### config.mk
export PLATFORM = sky130hd
export DESIGN_NAME = tl45_register_read
export DESIGN_NICKNAME = d
export VERILOG_FILES = /design/src/rtl/tl45_pkg.sv /design/src/rtl/tl45_fwd_mux.sv /design/src/rtl/tl45_register_read.sv
export SDC_FILE = /design/constraint.sdc
export NUM_CORES = 1
export LEC_CHECK = 0
export BUFFER_PORTS_ARGS = -buffer_cell sky130_fd_sc_hd__buf_2
export CAP_MARGIN = 25
export CORE_AREA = 3 3 145 147
export CTS_CLUSTER_SIZE = 24
export DETAILED_ROUTE_END_ITERATION = 8
export DIE_AREA = 0 0 148 150
export PLACE_DENSITY = 0.65
export SYNTH_ARGS = -nofsm -noshare
export SYNTH_HDL_FRONTEND = slang
export SYNTH_SLANG_ARGS = --single-unit
export TNS_END_PERCENT = 10
### constraint.sdc
create_clock -name clk -period 3.2 [get_ports clk]
set_clock_uncertainty 0.15 [all_clocks]
set_input_delay 0.32 -clock clk [delete_from_list [all_inputs] [get_ports clk]]
set_output_delay 0.32 -clock clk [all_outputs]
set_load 0.1 [all_outputs]
### src/rtl/tl45_pkg.sv
// Shared types and opcode constants for the tl45 core front end.
// The store opcodes decide whether sr2 matters to the load-use hazard check.
package tl45_pkg;

  localparam int DATA_W_DEF = 32;
  localparam int REG_AW_DEF = 4;
  localparam int OPC_W_DEF  = 5;

  typedef logic [REG_AW_DEF-1:0] reg_addr_t;
  typedef logic [DATA_W_DEF-1:0] data_t;

  typedef enum logic [OPC_W_DEF-1:0] {
    OP_NOP  = 5'h00,
    OP_ADD  = 5'h01,
    OP_SUB  = 5'h02,
    OP_AND  = 5'h03,
    OP_OR   = 5'h04,
    OP_XOR  = 5'h05,
    OP_SHL  = 5'h06,
    OP_SHR  = 5'h07,
    OP_CMP  = 5'h08,
    OP_JMP  = 5'h09,
    OP_CALL = 5'h0A,
    OP_RET  = 5'h0B,
    OP_LW   = 5'h14,
    OP_LB   = 5'h15,
    OP_SW   = 5'h16,
    OP_SB   = 5'h17
  } opcode_e;

  localparam reg_addr_t REG_ZERO = '0;

  // Stores read sr2 as data even when operand B is the immediate.
  function automatic logic is_store(input logic [OPC_W_DEF-1:0] op);
    return (op == OP_SW) || (op == OP_SB);
  endfunction

endpackage

### src/rtl/tl45_fwd_mux.sv
// Priority bypass for one source operand: r0, then EX, then WB, then register file.
module tl45_fwd_mux
  import tl45_pkg::*;
#(
  parameter int DATA_W = 32,
  parameter int REG_AW = 4
) (
  input  logic [REG_AW-1:0] src,
  input  logic [DATA_W-1:0] rf_data,
  input  logic              ex_valid,
  input  logic              ex_is_load,
  input  logic [REG_AW-1:0] ex_dr,
  input  logic [DATA_W-1:0] ex_result,
  input  logic              wb_wr,
  input  logic [REG_AW-1:0] wb_addr,
  input  logic [DATA_W-1:0] wb_data,
  output logic [DATA_W-1:0] value
);

  logic ex_hit;
  logic wb_hit;

  // A load in EX has no result yet; the hazard logic stalls on it instead.
  assign ex_hit = ex_valid && !ex_is_load && (ex_dr != REG_ZERO) && (ex_dr == src);
  assign wb_hit = wb_wr && (wb_addr != REG_ZERO) && (wb_addr == src);

  always_comb begin
    value = rf_data;
    if (src == REG_ZERO) begin
      value = '0;
    end else if (ex_hit) begin
      value = ex_result;
    end else if (wb_hit) begin
      value = wb_data;
    end
  end

endmodule

### src/rtl/tl45_register_read.sv
// Register-read stage: drives RF addresses, resolves operands with bypass,
// stalls on load-use and registers the result behind a valid/ready handshake.
module tl45_register_read
  import tl45_pkg::*;
#(
  parameter int DATA_W = 32,
  parameter int REG_AW = 4,
  parameter int OPC_W  = 5
) (
  input  logic              clk,
  input  logic              reset,
  input  logic              i_valid,
  output logic              i_ready,
  input  logic [OPC_W-1:0]  i_opcode,
  input  logic [REG_AW-1:0] i_dr,
  input  logic [REG_AW-1:0] i_sr1,
  input  logic [REG_AW-1:0] i_sr2,
  input  logic [DATA_W-1:0] i_imm,
  input  logic              i_use_imm,
  output logic [REG_AW-1:0] rf_readAdd1,
  output logic [REG_AW-1:0] rf_readAdd2,
  input  logic [DATA_W-1:0] rf_dataO1,
  input  logic [DATA_W-1:0] rf_dataO2,
  input  logic              ex_valid,
  input  logic [REG_AW-1:0] ex_dr,
  input  logic [DATA_W-1:0] ex_result,
  input  logic              ex_is_load,
  input  logic              wb_wrREG,
  input  logic [REG_AW-1:0] wb_writeAdd,
  input  logic [DATA_W-1:0] wb_dataI,
  input  logic              flush,
  output logic              o_valid,
  input  logic              o_ready,
  output logic [OPC_W-1:0]  o_opcode,
  output logic [REG_AW-1:0] o_dr,
  output logic [DATA_W-1:0] o_opA,
  output logic [DATA_W-1:0] o_opB,
  output logic [DATA_W-1:0] o_sr2val
);

  logic [DATA_W-1:0] sr1_val;
  logic [DATA_W-1:0] sr2_val;
  logic              hazard;
  logic              adv;
  logic              load_en;

  logic              o_valid_q,  o_valid_d;
  logic [OPC_W-1:0]  o_opcode_q, o_opcode_d;
  logic [REG_AW-1:0] o_dr_q,     o_dr_d;
  logic [DATA_W-1:0] o_opA_q,    o_opA_d;
  logic [DATA_W-1:0] o_opB_q,    o_opB_d;
  logic [DATA_W-1:0] o_sr2val_q, o_sr2val_d;

  // Addresses follow the input even while stalled so held operands stay fresh.
  assign rf_readAdd1 = i_sr1;
  assign rf_readAdd2 = i_sr2;

  tl45_fwd_mux #(.DATA_W(DATA_W), .REG_AW(REG_AW)) u_fwd_a (
    .src       (i_sr1),
    .rf_data   (rf_dataO1),
    .ex_valid  (ex_valid),
    .ex_is_load(ex_is_load),
    .ex_dr     (ex_dr),
    .ex_result (ex_result),
    .wb_wr     (wb_wrREG),
    .wb_addr   (wb_writeAdd),
    .wb_data   (wb_dataI),
    .value     (sr1_val)
  );

  tl45_fwd_mux #(.DATA_W(DATA_W), .REG_AW(REG_AW)) u_fwd_b (
    .src       (i_sr2),
    .rf_data   (rf_dataO2),
    .ex_valid  (ex_valid),
    .ex_is_load(ex_is_load),
    .ex_dr     (ex_dr),
    .ex_result (ex_result),
    .wb_wr     (wb_wrREG),
    .wb_addr   (wb_writeAdd),
    .wb_data   (wb_dataI),
    .value     (sr2_val)
  );

  always_comb begin
    hazard = i_valid && ex_valid && ex_is_load && (ex_dr != REG_ZERO) &&
             ((ex_dr == i_sr1) ||
              (!i_use_imm && (ex_dr == i_sr2)) ||
              (is_store(i_opcode) && (ex_dr == i_sr2)));
    adv     = !o_valid_q || o_ready;
    i_ready = adv && !hazard && !flush;
    load_en = i_ready && i_valid;
  end

  always_comb begin
    o_valid_d  = o_valid_q;
    o_opcode_d = o_opcode_q;
    o_dr_d     = o_dr_q;
    o_opA_d    = o_opA_q;
    o_opB_d    = o_opB_q;
    o_sr2val_d = o_sr2val_q;
    if (flush) begin
      o_valid_d = 1'b0;
    end else if (adv) begin
      o_valid_d = i_valid && !hazard;
    end
    if (load_en) begin
      o_opcode_d = i_opcode;
      o_dr_d     = i_dr;
      o_opA_d    = sr1_val;
      o_opB_d    = i_use_imm ? i_imm : sr2_val;
      o_sr2val_d = sr2_val;
    end
  end

  always_ff @(posedge clk or negedge reset) begin
    if (!reset) begin
      o_valid_q  <= 1'b0;
      o_opcode_q <= '0;
      o_dr_q     <= '0;
      o_opA_q    <= '0;
      o_opB_q    <= '0;
      o_sr2val_q <= '0;
    end else begin
      o_valid_q  <= o_valid_d;
      o_opcode_q <= o_opcode_d;
      o_dr_q     <= o_dr_d;
      o_opA_q    <= o_opA_d;
      o_opB_q    <= o_opB_d;
      o_sr2val_q <= o_sr2val_d;
    end
  end

  assign o_valid  = o_valid_q;
  assign o_opcode = o_opcode_q;
  assign o_dr     = o_dr_q;
  assign o_opA    = o_opA_q;
  assign o_opB    = o_opB_q;
  assign o_sr2val = o_sr2val_q;

endmodule

==> results.md <==
* Final min period at 2.38 ns
* Clock Pin Slew Worst Setup and Hold Paths at 0.07 ns
* Yosys cell types at 47
* Starting Density at 0.316
* Sw frac at 0.520
* Ant diodes at 0
* NetSw at 3.02 mW
* Crit-path max FO at 5
* RR Startpoint: o_valid
* Num CTS Buffers at 9
* Fmax at 419 MHz
* Unrepaired setup endpoints after global routing: false
* Post-synth top area cell: dfrtp_1
* Clock Power Share at 0.200
* Status: complete, no violations
* Buffers on Ports at 308
* Global-route wire length before repair at 36100 µm
* Critical path launch point type: primary input
* Synth top area share at 0.419
* Sink Count at 106
* Grt met1 use at 0.275
* Final hold violation count at 0
* Number of synthesis warnings at 0
* Commonest cells post-synth: 106 x dfrtp_1, 67 x nor2_1, 64 x a21oi_1
* Largest net degree at the start of global routing at 75
* Dpl hpwl at 17800 µm
* Post-Route Setup TNS at 0 ns
* Synth Area in XOR/XNOR at 0.0221
* Top FF cell, synth: dfrtp_1
* CP max-delay cell: buf_2
* Antenna-violating nets left at 0
* DRC at 0
* Seq pwr share at 0.296
* Met2 usage at 0.360
* Sequential area share after synthesis at 0.419
* Synth Area in Compound Gates at 0.292
* Pre-Repair DR Iteration Count at 5
* Number of global-route vias before repair at 6129
* Root Buffer: clkbuf_16
* Drt first-iter violations at 293
* Worst Tran Pin Value at 0.655 ns
* Worst vdd ir at 0.274 mV
* Vias at 6150
* P_leak at 4.08 nW
* Die area at 22200 µm²
* Fillcell total at 2006
* P_int at 2.79 mW
* Ys async rst share at 1.00
* Number of flops mapped to enable cells by yosys at 0
* Final WL at 24300 µm
* Worst-Skew Late Latency at 0.34 ns
* Overall routing resource usage at 0.210
* Final Cycle Share at 0.745
* P&R area growth vs syn at 33.6%
* Comb pwr share at 0.504
* Fin nets at 1081
* Synth Instances at 612
* GRT overflow at 0
* Critical path startpoint: i_sr2[2]
* Crit path buf inv count at 2
* Mapped Area at 6330 µm²
* Met3 Usage GRT at 0.0363
* WP data arrival at 1.91 ns
* Max clock buf depth at 2
* Critical Path End Type: primary output
* Die Height at 150 µm
* Number of H-tree levels at 3
* Worst slew margin at 0.559
* Hold WC Path Type: in2reg
* Post-Syn Nets at 806
* GPL Wtd Cong at 0.819
* Clock tree from TritonCTS: yes
* Layout cells sized above 1 at 0.474
* CP required at 2.73 ns
* Num rows at 52
* Largest cells by area after synthesis: dfrtp_1 42%, a2bb2oi_2 5.2%, a211oi_2 5.1%, a21oi_1 5.1%, mux2i_1 5.1%
* WL/cell at 20.9 µm
* Final design utilization at 0.422
* Layer with the highest usage: met2
* Resize count post-CTS at 0
* Setup Viol. Count Final at 0
* HP Start: i_dr[2]
* CP Cell Sequence: buf_2 -> nor4_1 -> nor3_2 -> a32oi_2 -> nor2_1 -> nor3_2 -> buf_2
* Cell with the most instances after synthesis: dfrtp_1
* Initial antenna violation count at 0
* Max cap viols at 0
* Io pins at 309
* R2r setup slk at 1.29 ns
* Largest family of logic cells by synthesized area: compound AO/OA/AOI/OAI gates
* Die width at 148 µm
* Adder and majority gate portion of the synthesized area at 0
* Slowest stage delay, CP at 0.46 ns
* Power per cell area at 688 nW/µm²
* Area fraction in and, or, nand and nor cells after synthesis at 0.142
* Crit path max-delay family: simple AND/OR/NAND/NOR gates
* Avg Cell Area, Syn at 10.3 µm²
* Slew Viols, Final at 0
* #FFs+latches synth at 106
* Setup CP Type: in2out
* Multiplexer share of the synthesized area at 0.0666
* DR vias/cell at 5.29
* Core ar. at 20000 µm²
-- worst reg2reg max path: stages, from the launching register on --
cell and delay [ns]:
dfrtp_1 0.39, nand2b_1 0.11, nand3b_1 0.15, o21bai_4 0.26
buf_12 0.21, o41ai_1 0.52
-- what timing repair did --
action                    in CTS  in global routing
setup buffers                  0                  0
hold buffers                   1                  0
hold endpoints to repair      43                  0
-- layout by cell type, fill, tap and decap left out, drive strengths merged, types with 29 or more instances in the layout --
cell,instances
a2bb2oi,32
buf,327
a21oi,64
a22o,32
mux2i,32
and3,33
o41ai,29
nor2,68
dfrtp,106
nand2,34
-- path summary, 6_finish.rpt --
kind / to / cells after the start
worst min-delay path: o_dr[2] / 2
min in group asynchronous: o_sr2val[10] / 2
worst min register to register: o_sr2val[4] / 2
max in group asynchronous: o_opB[28] / 3
worst max register to register: o_sr2val[19] / 5
worst max-delay path: i_ready / 7
-- logic make-up after synthesis --
| kind of cell | count (synthesis) |
|---|---|
| flip-flops | 106 |
| AO/OA/AOI/OAI | 204 |
| XOR/XNOR | 16 |
| buffers and inverters | 65 |
| multiplexers | 41 |
| AND/OR/NAND/NOR | 180 |
-- layer usage --
metal	up-vias	routed length, µm
li1	2842	-
met1	3005	10200
met2	282	11900
met3	21	1790
met4	0	331
met5	-	0
-- metrics by stage --
stage | setup WS, ns | total power [mW] | std cells | hold slack, ns | instance area (µm²)
floorplan | 0.492 | 4.04 | 612 | -0.126 | 6330
global placement | 0.678 | 4.67 | 1145 | 0.226 | 8140
detailed placement | 0.587 | 4.69 | 1145 | 0.224 | 8140
CTS | 0.796 | 5.87 | 1162 | 0.0314 | 8450
global route | 0.726 | 6.03 | 1162 | 0.0367 | 8450
finish | 0.816 | 5.81 | 1162 | 0.0525 | 8450
-- state kept, by name (all words and copies together), names as in the netlist --
name	count
o_sr2val	32
o_dr	4
o_valid	1
o_opA	32
o_opcode	5
o_opB	32
-- power groups by stage --
stage	registers, mW	logic [mW]	clock network [mW]
after floorplan	3.47	0.570	0
after global placement	1.74	2.93	0
final	1.72	2.93	1.16
after detailed placement	1.74	2.94	0
after global routing	1.75	3.02	1.26
after CTS	1.72	2.94	1.20
-- area by class of cell --
class	instances	area [µm²]	share of cell area
multi-input cells	441	3360	0.397
flip-flops and latches	106	2650	0.314
repair buffers	328	1800	0.213
well taps	270	338	0.0400
clock buffers	11	243	0.0287
clock inverters	5	61.3	0.00725
inverters	1	3.75	0.000444
Note: power is estimated with default switching activity, not from simulation.
